### src/rtl/p4_router_pkg.sv
// Shared types and helpers for the P4 router egress metadata path.
//   egr_meta_state_t   : state encoding of the metadata-attach FSM
//   egr_sel_from_meta(): extracts the egress port select from a metadata word
//   EGR_META_CNT_WIDTH : width of the statistics counters
package p4_router_pkg;

  localparam int unsigned EGR_META_CNT_WIDTH = 32;

  typedef enum logic [1:0] {
    StIdle,
    StFwd,
    StDrop
  } egr_meta_state_t;

  // Keeps the low sel_width bits of the metadata word; everything above is cleared.
  function automatic logic [31:0] egr_sel_from_meta(input logic [31:0] meta,
                                                    input int unsigned sel_width);
    logic [31:0] sel;
    sel = '0;
    for (int unsigned i = 0; i < 32; i++) begin
      if (i < sel_width) begin
        sel[i] = meta[i];
      end
    end
    return sel;
  endfunction

endpackage

### src/rtl/p4_router_meta_fifo.sv
// Synchronous FIFO holding per-packet user metadata.
// Ports:
//   clk_i, rst_ni      : clock, asynchronous active-low reset
//   push_i, wdata_i    : write request and data; dropped when full unless popping
//   pop_i, rdata_o     : read request and head-of-queue data (show-ahead)
//   full_o, empty_o    : occupancy flags
// When full, a push in the same cycle as a pop is accepted (pop-then-push).
module p4_router_meta_fifo #(
  parameter int unsigned Width = 16,
  parameter int unsigned Depth = 8
) (
  input  logic             clk_i,
  input  logic             rst_ni,
  input  logic             push_i,
  input  logic [Width-1:0] wdata_i,
  input  logic             pop_i,
  output logic [Width-1:0] rdata_o,
  output logic             full_o,
  output logic             empty_o
);

  localparam int unsigned PtrW = $clog2(Depth);

  logic [Width-1:0] mem_q [Depth];
  // Pointers carry one wrap bit to tell full from empty.
  logic [PtrW:0]    wptr_q, wptr_d;
  logic [PtrW:0]    rptr_q, rptr_d;
  logic             push_ok, pop_ok;

  assign empty_o = (wptr_q == rptr_q);
  assign full_o  = (wptr_q[PtrW] != rptr_q[PtrW]) &&
                   (wptr_q[PtrW-1:0] == rptr_q[PtrW-1:0]);
  assign pop_ok  = pop_i & ~empty_o;
  assign push_ok = push_i & (~full_o | pop_ok);
  assign rdata_o = mem_q[rptr_q[PtrW-1:0]];

  always_comb begin
    wptr_d = wptr_q;
    rptr_d = rptr_q;
    if (push_ok) begin
      wptr_d = wptr_q + {{PtrW{1'b0}}, 1'b1};
    end
    if (pop_ok) begin
      rptr_d = rptr_q + {{PtrW{1'b0}}, 1'b1};
    end
  end

  always_ff @(posedge clk_i or negedge rst_ni) begin
    if (!rst_ni) begin
      wptr_q <= '0;
      rptr_q <= '0;
    end else begin
      wptr_q <= wptr_d;
      rptr_q <= rptr_d;
    end
  end

  always_ff @(posedge clk_i) begin
    if (push_ok) begin
      mem_q[wptr_q[PtrW-1:0]] <= wdata_i;
    end
  end

endmodule

### src/rtl/p4_router_egr_meta_attach.sv
// Attaches VNP4 per-packet metadata to its packet and selects the egress port.
// Ports:
//   clk_ifc, areset_ifc      : clock, asynchronous active-low reset
//   data_in_*                : AXIS packet stream from VNP4 (tuser not used)
//   user_metadata_in(_valid) : one metadata word per packet, single-cycle strobe
//   data_out_*               : AXIS stream to egress, tuser = egress port select
//   drop_count               : saturating count of out-of-range drops
//   meta_overflow_count      : saturating count of metadata words lost to a full FIFO
//   drop_pulse               : one-cycle pulse after a dropped packet's last beat
// Build option P4_ROUTER_EGR_META_PORT_CHECK_EN enables the out-of-range check and
// the drop path; without it every packet is forwarded with tuser = sel truncated.
module p4_router_egr_meta_attach
  import p4_router_pkg::*;
#(
  parameter int unsigned DATA_BYTES              = 64,
  parameter int unsigned USER_METADATA_WIDTH     = 16,
  parameter int unsigned EGR_SPEC_METADATA_WIDTH = 8,
  parameter int unsigned NUM_EGR_PHYS_PORTS      = 4,
  parameter int unsigned META_FIFO_DEPTH         = 8,
  localparam int unsigned TuserW = (NUM_EGR_PHYS_PORTS > 1) ? $clog2(NUM_EGR_PHYS_PORTS) : 1
) (
  input  logic                               clk_ifc,
  input  logic                               areset_ifc,
  input  logic [DATA_BYTES*8-1:0]            data_in_tdata,
  input  logic [DATA_BYTES-1:0]              data_in_tkeep,
  input  logic                               data_in_tlast,
  input  logic                               data_in_tvalid,
  output logic                               data_in_tready,
  input  logic [USER_METADATA_WIDTH-1:0]     user_metadata_in,
  input  logic                               user_metadata_in_valid,
  output logic [DATA_BYTES*8-1:0]            data_out_tdata,
  output logic [DATA_BYTES-1:0]              data_out_tkeep,
  output logic                               data_out_tlast,
  output logic [TuserW-1:0]                  data_out_tuser,
  output logic                               data_out_tvalid,
  input  logic                               data_out_tready,
  output logic [EGR_META_CNT_WIDTH-1:0]      drop_count,
  output logic [EGR_META_CNT_WIDTH-1:0]      meta_overflow_count,
  output logic                               drop_pulse
);

  localparam int unsigned SliceW = DATA_BYTES * 9 + 1 + TuserW;

  // Reset: asserts asynchronously, releases two clocks after areset_ifc rises.
  logic [1:0] rst_sync_q;
  logic       rst_n;

  always_ff @(posedge clk_ifc or negedge areset_ifc) begin
    if (!areset_ifc) begin
      rst_sync_q <= 2'b00;
    end else begin
      rst_sync_q <= {rst_sync_q[0], 1'b1};
    end
  end

  assign rst_n = rst_sync_q[1];

  // Metadata FIFO
  logic                           fifo_pop, fifo_full, fifo_empty;
  logic [USER_METADATA_WIDTH-1:0] fifo_rdata;

  p4_router_meta_fifo #(
    .Width(USER_METADATA_WIDTH),
    .Depth(META_FIFO_DEPTH)
  ) u_meta_fifo (
    .clk_i  (clk_ifc),
    .rst_ni (rst_n),
    .push_i (user_metadata_in_valid),
    .wdata_i(user_metadata_in),
    .pop_i  (fifo_pop),
    .rdata_o(fifo_rdata),
    .full_o (fifo_full),
    .empty_o(fifo_empty)
  );

  logic [31:0] sel_full;
  assign sel_full = egr_sel_from_meta(32'(fifo_rdata), EGR_SPEC_METADATA_WIDTH);

`ifdef P4_ROUTER_EGR_META_PORT_CHECK_EN
  logic sel_in_range;
  assign sel_in_range = (sel_full < NUM_EGR_PHYS_PORTS);
`else
  logic unused_sel;
  assign unused_sel = ^sel_full;
`endif

  // FSM
  egr_meta_state_t   state_q, state_d;
  logic [TuserW-1:0] user_q, user_d;
  logic              slice_in_valid, slice_in_ready;
  logic              drop_evt;

  always_comb begin
    state_d        = state_q;
    user_d         = user_q;
    fifo_pop       = 1'b0;
    data_in_tready = 1'b0;
    slice_in_valid = 1'b0;
    drop_evt       = 1'b0;
    unique case (state_q)
      StIdle: begin
        // Bubble cycle: only the metadata is consumed here, never a beat.
        if (data_in_tvalid && !fifo_empty) begin
          fifo_pop = 1'b1;
          user_d   = sel_full[TuserW-1:0];
`ifdef P4_ROUTER_EGR_META_PORT_CHECK_EN
          state_d  = sel_in_range ? StFwd : StDrop;
`else
          state_d  = StFwd;
`endif
        end
      end
      StFwd: begin
        data_in_tready = slice_in_ready;
        slice_in_valid = data_in_tvalid;
        if (data_in_tvalid && slice_in_ready && data_in_tlast) begin
          state_d = StIdle;
        end
      end
      StDrop: begin
        data_in_tready = 1'b1;
        if (data_in_tvalid && data_in_tlast) begin
          state_d  = StIdle;
          drop_evt = 1'b1;
        end
      end
      default: state_d = StIdle;
    endcase
  end

  always_ff @(posedge clk_ifc or negedge rst_n) begin
    if (!rst_n) begin
      state_q <= StIdle;
      user_q  <= '0;
    end else begin
      state_q <= state_d;
      user_q  <= user_d;
    end
  end

  // Output register slice with a skid entry; input ready depends only on skid occupancy.
  logic [SliceW-1:0] slice_in, out_q, out_d, skid_q, skid_d;
  logic              out_valid_q, out_valid_d, skid_valid_q, skid_valid_d;
  logic              in_fire, out_fire;

  assign slice_in       = {data_in_tdata, data_in_tkeep, data_in_tlast, user_q};
  assign slice_in_ready = ~skid_valid_q;
  assign in_fire        = slice_in_valid & slice_in_ready;
  assign out_fire       = out_valid_q & data_out_tready;

  always_comb begin
    out_d        = out_q;
    out_valid_d  = out_valid_q;
    skid_d       = skid_q;
    skid_valid_d = skid_valid_q;
    if (skid_valid_q) begin
      if (out_fire) begin
        out_d        = skid_q;
        skid_valid_d = 1'b0;
      end
    end else if (in_fire) begin
      if (!out_valid_q || data_out_tready) begin
        out_d       = slice_in;
        out_valid_d = 1'b1;
      end else begin
        skid_d       = slice_in;
        skid_valid_d = 1'b1;
      end
    end else if (out_fire) begin
      out_valid_d = 1'b0;
    end
  end

  always_ff @(posedge clk_ifc or negedge rst_n) begin
    if (!rst_n) begin
      out_q        <= '0;
      out_valid_q  <= 1'b0;
      skid_q       <= '0;
      skid_valid_q <= 1'b0;
    end else begin
      out_q        <= out_d;
      out_valid_q  <= out_valid_d;
      skid_q       <= skid_d;
      skid_valid_q <= skid_valid_d;
    end
  end

  assign {data_out_tdata, data_out_tkeep, data_out_tlast, data_out_tuser} = out_q;
  assign data_out_tvalid = out_valid_q;

  // Counters
  logic [EGR_META_CNT_WIDTH-1:0] ovf_cnt_q, ovf_cnt_d;

  always_comb begin
    ovf_cnt_d = ovf_cnt_q;
    if (user_metadata_in_valid && fifo_full && !fifo_pop && (ovf_cnt_q != '1)) begin
      ovf_cnt_d = ovf_cnt_q + 1'b1;
    end
  end

  always_ff @(posedge clk_ifc or negedge rst_n) begin
    if (!rst_n) begin
      ovf_cnt_q <= '0;
    end else begin
      ovf_cnt_q <= ovf_cnt_d;
    end
  end

  assign meta_overflow_count = ovf_cnt_q;

`ifdef P4_ROUTER_EGR_META_PORT_CHECK_EN
  logic [EGR_META_CNT_WIDTH-1:0] drop_cnt_q, drop_cnt_d;
  logic                          drop_pulse_q, drop_pulse_d;

  always_comb begin
    drop_cnt_d   = drop_cnt_q;
    drop_pulse_d = drop_evt;
    if (drop_evt && (drop_cnt_q != '1)) begin
      drop_cnt_d = drop_cnt_q + 1'b1;
    end
  end

  always_ff @(posedge clk_ifc or negedge rst_n) begin
    if (!rst_n) begin
      drop_cnt_q   <= '0;
      drop_pulse_q <= 1'b0;
    end else begin
      drop_cnt_q   <= drop_cnt_d;
      drop_pulse_q <= drop_pulse_d;
    end
  end

  assign drop_count = drop_cnt_q;
  assign drop_pulse = drop_pulse_q;
`else
  logic unused_drop;
  assign unused_drop = drop_evt;
  assign drop_count  = '0;
  assign drop_pulse  = 1'b0;
`endif

endmodule

### config.mk
export PLATFORM = sky130hd
export DESIGN_NAME = p4_router_egr_meta_attach
export DESIGN_NICKNAME = d
export VERILOG_FILES = /design/src/rtl/p4_router_pkg.sv /design/src/rtl/p4_router_meta_fifo.sv /design/src/rtl/p4_router_egr_meta_attach.sv
export SDC_FILE = /design/constraint.sdc
export NUM_CORES = 2
export LEC_CHECK = 0
export BUFFER_PORTS_ARGS = -buffer_cell sky130_fd_sc_hd__buf_4
export CELL_PAD_IN_SITES_DETAIL_PLACEMENT = 1
export CELL_PAD_IN_SITES_GLOBAL_PLACEMENT = 1
export CORE_AREA = 5 5 477 479
export CTS_BUF_LIST = sky130_fd_sc_hd__clkbuf_8
export DETAILED_ROUTE_END_ITERATION = 12
export DIE_AREA = 0 0 482 484
export GPL_TIMING_DRIVEN = 1
export PLACE_DENSITY = 0.58
export SLEW_MARGIN = 20
export SYNTH_ARGS = -nofsm -noshare
export SYNTH_HDL_FRONTEND = slang
export SYNTH_HIERARCHICAL = 1
export SYNTH_SLANG_ARGS = --single-unit
### constraint.sdc
create_clock -name clk_ifc -period 48.1 [get_ports clk_ifc]
set_clock_uncertainty 0.2 [all_clocks]
set_input_delay 2.405 -clock clk_ifc [delete_from_list [all_inputs] [get_ports clk_ifc]]
set_output_delay 2.405 -clock clk_ifc [all_outputs]
set_load 0.01 [all_outputs]
==> flow_summary_export.csv <==
group,metric,value,unit
critical_path,regToRegStartpoint,"rst_sync_q[1]",
cells_and_area,area.sequential,0.0306,sq mm
pwr,power.static_leakage,30.4,nW
synthesis,syn_inst,4018,
route,via_count,36000,
min_path,hold_path_depth,0,
cells_and_area,most-common-layout-cells,"1238 x sky130_fd_sc_hd__buf_4, 1203 x sky130_fd_sc_hd__dfrtp_1, 590 x sky130_fd_sc_hd__nor2_1",
pwr,total_power,0.00474,W
critical_path,worst-r2r-cell-count,7,
floorplan,design.die.area,0.233,sq mm
cells_and_area,layout.cells.most_common,"sky130_fd_sc_hd__buf_4",
critical_path,critical_path.most_common_cell,"sky130_fd_sc_hd__buf_4",
sta,worst_slack,41.62,ns
min_path,min_to,"rst_sync_q[1]",
min_path,hp-class,"reg2reg",
clock_network,clock_latency,0.97,ns
route,routed_vias_inst,4.28,
critical_path,worst-path-max-fanout,100,
cells_and_area,syn2layout_area_growth,32.8,%
clock_network,max-clock-path-buffers,3,
job,maxCapViolations,0,
critical_path,reg2reg_to,"out_q[168]",
route,drt_iter0_drc,1521,
placed_design,hpwlAfterDp,139,mm
pwr,worst_ir_drop_vdd,0.0328,mV
floorplan,area_inside_the_core_boundary,0.223,sq mm
floorplan,std_cell_rows,174,
cells_and_area,fin_util,30.3,%
critical_path,worst_setup_path_start_kind,"input pin",
min_path,min_from,"rst_sync_q[0]",
sta,period_minus_slack,6.48,ns
grt,grt_max_degree,171,
sta,timing.slew.headroom,25.0,%
sta,final-hold-violation-count,0,
cells_and_area,fillCellCount,24600,
floorplan,die_x,482,um
sta,layout_worst_path_cycle_share,13.5,%
grt,via_count_of_the_first_global_routing_pass,38900,
cells_and_area,area_of_the_multi_input_gates,0.0189,sq mm
clock_network,cts_sinks,1221,
critical_path,worstPathArrival,7.09,ns
sta,fin_tns_setup,0,ns
sta,report.final.setup_viol,0,
clock_network,clock_tree_root_driver_cell,"sky130_fd_sc_hd__clkbuf_8",
critical_path,crit_required,48.71,ns
synthesis,mappedNetlistArea,0.0508,sq mm
sta,worst_pin_slew,1.13,ns
critical_path,worst_path_largest_cell_delay,0.94,ns
clock_network,cts.clk_slew.worst_paths,0.06,ns
sta,finalHoldWorstSlack,0.153,ns
synthesis,synth-warning-count,6,
cells_and_area,num-nets-final,5820,
route,drt_first_pass_iters,5,
cells_and_area,post_route_cells_drive_above_1_share,40.4,%
route,routed_wirelength,188,mm
placed_design,gp_congestion,0.827,
sta,finalMaxSlewViolations,0,
critical_path,setup.worst_path.end_class,"register",
clock_network,numCtsBuffers,224,
clock_network,cts-resized-gates,0,
placed_design,dpl_worst_slack,40.71,ns
route,antenna_left,0,
sta,rsz0062_at_grt,"false",
sta,fmax,0.154,GHz
clock_network,cts_hold_buf,0,
clock_network,htree_levels,4,
floorplan,chipHeight,484,um
critical_path,criticalPathCategory,"in2reg",
outcome,status,"completed",
critical_path,crit_path_cell_trace,"buf_4 -> nand3b_1 -> a21oi_4 -> buf_4 -> buf_4 -> buf_4 -> buf_4 -> nor2_1 -> a21oi_1",
pwr,power_per_cell_area,70.3,mW/mm^2
placed_design,io_buffer_count,1196,
grt,antenna_violations_before_repair,41,
route,post-route-drc-count,0,
route,post_drt_wl_per_cell,22.4,um
clock_network,tritoncts,"built",
synthesis,synth.avg_cell_area,12.7,sq um
critical_path,crit_slowest_cell,"sky130_fd_sc_hd__buf_4",
floorplan,boundaryPins,1244,
clock_network,cts_setup_buffers,0,
critical_path,worst-r2r-setup-slack,42.22,ns
grt,grt.overflow.total,0,
grt,gr-usage-all-layers,15.6,%
floorplan,initial_utilization,22.8,%
grt,grt_first_pass_wirelength,272,mm
-- report_power, final --
part / internal (W) / switching, W / leakage, nW
clock: 0.000574 / 0.000478 / 2.74
combinational: 0.000869 / 0.00101 / 13.5
sequential: 0.00154 / 0.000282 / 14.2
total: 0.00298 / 0.00177 / 30.4
-- final cells by class --
cell class,count,area share [%]
Tap cell,2992,5.54
Sequential cell,1221,45.4
Antenna cell,16,0.0593
Clock buffer,289,5.89
Multi-Input combinational cell,2521,27.9
Timing Repair Buffer,1247,14.0
Inverter,4,0.0222
Clock inverter,116,1.19
-- per-stage QoR --
step / instance area (sq um) / instances
2_1_floorplan: 51000 / 4050
3_3_place_gp: 62700 / 7984
3_5_place_dp: 62700 / 7984
4_1_cts: 67500 / 8389
5_1_grt: 67500 / 8401
6_report: 67500 / 8406
-- per-layer routing --
| layer | global-route usage, % | up-vias | wire, um |
|---|---|---|---|
| met5 | 0 | - | 218 |
| met4 | 4.28 | 32 | 3970 |
| met3 | 7.16 | 261 | 19400 |
| met2 | 25.5 | 1079 | 89200 |
| met1 | 18.4 | 18200 | 75500 |
| li1 | - | 16400 | - |
-- flip-flops by register name (all words and copies together) (netlist names), 2 cells and up --
name	flops
u_meta_fifo/wptr_q	4
out_q	579
meta_overflow_count	32
u_meta_fifo/mem_q	16
rst_sync_q	2
user_q	2
u_meta_fifo/rptr_q	4
skid_q	579
-- worst max-delay path, delay by kind of cell --
kind / cells / cell delay (ns)
AND/OR/NAND/NOR: 2 / 0.26
AO/OA/AOI/OAI: 2 / 0.81
buffers and inverters: 5 / 3.36
-- how the worst max path moves through the flow --
| stage | startpoint | to | slack [ns] | cells after the start |
|---|---|---|---|---|
| floorplan | rst_sync_q[1] | data_out_tvalid | 11.82 | 0 |
| global placement | data_out_tready | skid_q[205] | 40.65 | 8 |
| detailed placement | data_in_tvalid | out_q[171] | 40.71 | 9 |
| CTS | rst_sync_q[1] | out_q[168] | 41.61 | 6 |
| global route | rst_sync_q[1] | out_q[168] | 41.22 | 7 |
| finish | data_in_tvalid | out_q[171] | 41.62 | 9 |
(Power assumes the default switching activity.)
